--- config.mk ---
export PLATFORM = sky130hd
export DESIGN_NAME = neuron_mac_unit
export DESIGN_NICKNAME = d
export VERILOG_FILES = /design/src/rtl/neuron_pkg.sv /design/src/rtl/fxp_mul.sv /design/src/rtl/neuron_mac_unit.sv
export SDC_FILE = /design/constraint.sdc
export NUM_CORES = 2
export LEC_CHECK = 0
export ABC_AREA = 0
export CORE_MARGIN = 4
export CORE_UTILIZATION = 50
export CTS_CLUSTER_DIAMETER = 60
export DETAILED_ROUTE_END_ITERATION = 8
export PLACE_DENSITY = 0.69
export SYNTH_ARGS = -nofsm -noshare
export SYNTH_HDL_FRONTEND = slang
export SYNTH_SLANG_ARGS = --single-unit
--- constraint.sdc ---
create_clock -name clk -period 17.7 [get_ports clk]
set_clock_uncertainty 0.15 [all_clocks]
set_input_delay 1.77 -clock clk [delete_from_list [all_inputs] [get_ports clk]]
set_output_delay 1.77 -clock clk [all_outputs]
set_load 0.01 [all_outputs]
--- src/rtl/neuron_pkg.sv ---
// Shared widths, FSM encoding and saturation limits for the neuron MAC datapath.
package neuron_pkg;

    localparam int DEF_DATA_W = 32;
    localparam int DEF_FRAC_W = 16;
    localparam int DEF_ACC_W  = 2 * DEF_DATA_W - DEF_FRAC_W + 3;

    localparam logic [1:0] ST_IDLE   = 2'd0;
    localparam logic [1:0] ST_MAC    = 2'd1;
    localparam logic [1:0] ST_FINISH = 2'd2;

    localparam logic [DEF_DATA_W-1:0] SAT_MAX = {1'b0, {(DEF_DATA_W-1){1'b1}}};
    localparam logic [DEF_DATA_W-1:0] SAT_MIN = {1'b1, {(DEF_DATA_W-1){1'b0}}};

    // Three guard bits absorb the bias plus four full-scale products.
    function automatic int acc_width(input int data_w, input int frac_w);
        return 2 * data_w - frac_w + 3;
    endfunction

endpackage

--- src/rtl/fxp_mul.sv ---
// Combinational signed fixed-point multiply, rescaled by FRAC_W and sign-extended
// to the accumulator width.
module fxp_mul #(
    parameter int DATA_W = neuron_pkg::DEF_DATA_W,
    parameter int FRAC_W = neuron_pkg::DEF_FRAC_W,
    parameter int ACC_W  = neuron_pkg::DEF_ACC_W
) (
    input  logic signed [DATA_W-1:0] a,
    input  logic signed [DATA_W-1:0] b,
    output logic signed [ACC_W-1:0]  p
);

    logic signed [2*DATA_W-1:0] full;

    assign full = a * b;
    // Arithmetic shift floors toward -infinity; the upper bits dropped by the cast
    // are pure sign copies.
    assign p = ACC_W'(full >>> FRAC_W);

endmodule

--- src/rtl/neuron_mac_unit.sv ---
// One neuron evaluation per request: bias + sum(data_i * weight_i) in signed fixed
// point, one multiply per cycle, then saturation and optional ReLU.
module neuron_mac_unit #(
    parameter int DATA_W = neuron_pkg::DEF_DATA_W,
    parameter int FRAC_W = neuron_pkg::DEF_FRAC_W
) (
    input  logic              clk,
    input  logic              rst_n,
    input  logic              start,
    input  logic [DATA_W-1:0] data0,
    input  logic [DATA_W-1:0] data1,
    input  logic [DATA_W-1:0] data2,
    input  logic [DATA_W-1:0] data3,
    input  logic [DATA_W-1:0] weight0,
    input  logic [DATA_W-1:0] weight1,
    input  logic [DATA_W-1:0] weight2,
    input  logic [DATA_W-1:0] weight3,
    input  logic [DATA_W-1:0] bias,
    input  logic              relu_en,
    output logic              busy,
    output logic              done,
    output logic [DATA_W-1:0] result,
    output logic              overflow
);

    import neuron_pkg::*;

    localparam int ACC_W = acc_width(DATA_W, FRAC_W);

    localparam logic [DATA_W-1:0] RES_MAX = {1'b0, {(DATA_W-1){1'b1}}};
    localparam logic [DATA_W-1:0] RES_MIN = {1'b1, {(DATA_W-1){1'b0}}};
    localparam logic signed [ACC_W-1:0] ACC_MAX =
        {{(ACC_W-DATA_W+1){1'b0}}, {(DATA_W-1){1'b1}}};
    localparam logic signed [ACC_W-1:0] ACC_MIN =
        {{(ACC_W-DATA_W+1){1'b1}}, {(DATA_W-1){1'b0}}};

    logic [1:0]               state;
    logic [1:0]               idx;
    logic signed [ACC_W-1:0]  acc;
    logic                     relu_q;
    logic [DATA_W-1:0]        data_q   [4];
    logic [DATA_W-1:0]        weight_q [4];

    logic signed [ACC_W-1:0]  prod;
    logic [DATA_W-1:0]        sat_res;
    logic                     sat_ovf;
    logic [DATA_W-1:0]        fin_res;

    fxp_mul #(
        .DATA_W (DATA_W),
        .FRAC_W (FRAC_W),
        .ACC_W  (ACC_W)
    ) u_mul (
        .a (data_q[idx]),
        .b (weight_q[idx]),
        .p (prod)
    );

    // NOTE: every output of this block gets a value on every path before any
    // branch, so no latch can be inferred.
    always_comb begin
        sat_res = acc[DATA_W-1:0];
        sat_ovf = 1'b0;
        if (acc > ACC_MAX) begin
            sat_res = RES_MAX;
            sat_ovf = 1'b1;
        end else if (acc < ACC_MIN) begin
            sat_res = RES_MIN;
            sat_ovf = 1'b1;
        end
        fin_res = (relu_q && sat_res[DATA_W-1]) ? '0 : sat_res;
    end

    // NOTE: state is updated only with non-blocking assignments so every flop
    // samples pre-edge values regardless of statement order.
    always_ff @(posedge clk or negedge rst_n) begin
        if (!rst_n) begin
            state    <= ST_IDLE;
            idx      <= 2'd0;
            acc      <= '0;
            relu_q   <= 1'b0;
            busy     <= 1'b0;
            done     <= 1'b0;
            result   <= '0;
            overflow <= 1'b0;
            // NOTE: the operand bank is four small flop words, so it is reset;
            // a RAM-backed store would be left out of the reset tree.
            for (int i = 0; i < 4; i++) begin
                data_q[i]   <= '0;
                weight_q[i] <= '0;
            end
        end else begin
            done <= 1'b0;
            case (state)
                ST_IDLE: begin
                    if (start) begin
                        data_q[0]   <= data0;
                        data_q[1]   <= data1;
                        data_q[2]   <= data2;
                        data_q[3]   <= data3;
                        weight_q[0] <= weight0;
                        weight_q[1] <= weight1;
                        weight_q[2] <= weight2;
                        weight_q[3] <= weight3;
                        relu_q      <= relu_en;
                        // Bias already sits at product scale; only sign extension needed.
                        acc         <= {{(ACC_W-DATA_W){bias[DATA_W-1]}}, bias};
                        idx         <= 2'd0;
                        busy        <= 1'b1;
                        state       <= ST_MAC;
                    end
                end
                ST_MAC: begin
                    acc <= acc + prod;
                    idx <= idx + 2'd1;
                    if (idx == 2'd3) begin
                        state <= ST_FINISH;
                    end
                end
                ST_FINISH: begin
                    result   <= fin_res;
                    overflow <= sat_ovf;
                    done     <= 1'b1;
                    busy     <= 1'b0;
                    state    <= ST_IDLE;
                end
                default: begin
                    busy  <= 1'b0;
                    state <= ST_IDLE;
                end
            endcase
        end
    end

endmodule

==> run summary <==
status = finished clean
IO Port Bufs = 326
proportion of layout cells with a drive suffix above 1 = 4.44%
final hold violation count = 0
syn nets = 7476
ranking of synthesized cells by area = fa_1, dfrtp_1, nand2_1
clock tree sinks = 347
TritonCTS clock tree = built
clk buf depth = 3
clk root buf = clkbuf_16
Hold EP = data_q[113]$_DFFE_PN0P_
Die Wd = 331 um
register bit total from synthesis = 347
Netlist cell types = 61
Post-CTS Resized = 0
Cells after Synth = 5863
RD Place Congestion = 0.983
Area Overhead vs Synth = 11.8%
Data arrival, critical path = 13670 ps
DRT iter0 DRCs = 3444
commonest cells after routing, fill and taps aside = nand2_1, fa_1, inv_1, nor2_1, dfrtp_1
Num CTS Buffers = 39
TritonRoute pass-1 iters = 5
Setup Total Neg Slack = 0 ps
min-delay src = data_q[113]$_DFFE_PN0P_
total die area = 110000 um^2
Mapped Avg Cell Area = 8.92 um^2
top-level I/O count = 327
Max Slew Vio Count = 0
share of the synthesized area in the top cell type = 41.4%
Worst R2R Start = idx[0]$_DFFE_PN0P_
Clk Latency, worst-skew pair = 590 ps
ys async rst share = 100%
reg2reg end = acc[50]$_DFFE_PN0P_
most common flop cell mapped by yosys = dfrtp_1
critical path class = flop to flop
Yosys top cell by area = fa_1
vias per inst = 5.55
# fillers = 9262
Max-slew headroom = 25.7%
post-synthesis sequential area ratio = 16.6%
Clock transition at path regs = 60 ps
GRT Total Usage = 31.1%
final setup margin = 4350 ps
Slowest cell on crit path = fa_1
row count = 118
hold depth = 2
routed wire length = 168000 um
final worst path period share = 75.4%
Register Area = 8690 um^2
pin count of the biggest net entering global routing = 210
wire length per cell = 22.6 um
HPWL after DPL = 135000 um
Core Util, Final = 56.4%
Startpoint Class = flop
unrepaired setup endpoints after global routing = false
fmax = 74.9 MHz
Post-CTS Setup Bufs = 0
R2R Setup Slk = 4350 ps
Worst-Margin Slew = 1110 ps
HP Class = flop to flop
cell with the most instances on the worst path = fa_1
Max Cap Violations = 0
synthesized area = 52300 um^2
CTS Hold Bufs = 0
min cycle time layout = 13350 ps
Reg2Reg Depth = 40
Final ANT Viol Nets = 0
Via Count = 41500
final setup vio count = 0
Post-synth EDFFs = 0
CP Launch Point = idx[0]$_DFFE_PN0P_
Core Footprint = 104000 um^2
pre-CTS WS = 4500 ps
number of global-route vias before repair = 44200
GRT overflow = 0
Crit. End Element = flop
Yosys warning count = 0
Critical Path RT = 18020 ps
critical path peak fanout = 51
H-tree Lvls = 2
Die Y = 331 um
first-pass GRT wire length = 263000 um
crit-path max cell delay = 1070 ps
most common cell after layout, fill and taps aside = nand2_1
Initial Util = 50.5%
multi-input combinational cell area = 39100 um^2
antenna violations before repair = 14
DRC Markers = 0
fin nets = 7664
-- layer usage --
layer	track usage [%]	up-vias	part of all wire (%)
met1	41.0	21200	39
met2	51.0	1825	47
met5	0	-	0.023
li1	-	18100	-
met3	6.76	335	9.0
met4	11.1	6	4.4
-- worst max-delay path by stage --
| stage | cells past startpoint | slack [ps] | endpoint |
|---|---|---|---|
| floorplan | 44 | 5890 | acc[50]$_DFFE_PN0P_ |
| global placement | 40 | 4570 | acc[50]$_DFFE_PN0P_ |
| detailed placement | 40 | 4500 | acc[50]$_DFFE_PN0P_ |
| CTS | 40 | 4400 | acc[50]$_DFFE_PN0P_ |
| global route | 41 | 3660 | acc[50]$_DFFE_PN0P_ |
| finish | 40 | 4350 | acc[50]$_DFFE_PN0P_ |
-- sequential cells by signal, indices dropped and copies added (netlist names) --
| name | flops |
|---|---|
| result | 32 |
| done | 1 |
| overflow | 1 |
| busy | 1 |
| acc | 51 |
| weight_q | 128 |
| idx | 2 |
| state | 2 |
| relu_q | 1 |
| data_q | 128 |
-- stage by stage --
stage / area (um^2) / std cells / hold WS (ps)
floorplan: 52300 / 5863 / 290
global placement: 57100 / 7390 / 302
detailed placement: 57100 / 7390 / 307
CTS: 58400 / 7459 / 323
global route: 58500 / 7467 / 338
finish: 58500 / 7469 / 320
-- worst max-delay path: cells and delay by family (launching register included) --
| kind | cells | cell delay (ps) |
|---|---|---|
| adder cells (fa/ha/maj) | 10 | 5650 |
| AO/OA/AOI/OAI | 11 | 2600 |
| buffers and inverters | 8 | 2070 |
| AND/OR/NAND/NOR | 8 | 960 |
| flip-flops | 1 | 860 |
| multiplexers | 1 | 590 |
| XOR/XNOR | 2 | 310 |
-- cell families after synthesis --
logic type	Yosys count	share of synthesized area, %
and+or+nand+nor	2208	16.6
adders and majority gates	1321	47.1
AOI/OAI and AO/OA	538	6.37
buffers and inverters	1226	8.83
DFF	347	16.6
muxes	128	2.82
xor gates and xnor gates	95	1.61
-- cell usage after synthesis, drive strengths merged, types with 15 or more instances --
master	n
nand2	1464
fa	1082
inv	941
nor2	579
dfrtp	347
clkbuf	262
ha	239
o21ai	158
a21oi	142
o21a	68
mux2i	63
xnor2	58
mux2	55
a21o	48
xor2	37
and2	32
nand4	31
a31oi	27
buf	20
a211oi	18
nor3	17
nor2b	16
nand2b	15
nand3	15
-- layout make-up --
cell class                 count  share of cell area [%]
clock buffer                  48                    1.81
timing repair buffer         429                    6.95
multi-input combinational   4290                    66.9
antenna                       10                  0.0428
inverter                     944                    6.06
tap                         1380                    2.95
clock inverter                21                   0.454
sequential                   347                    14.9
Power is not shown: default switching activity piles up to over one toggle a cycle in this logic, so the estimate is an artifact.
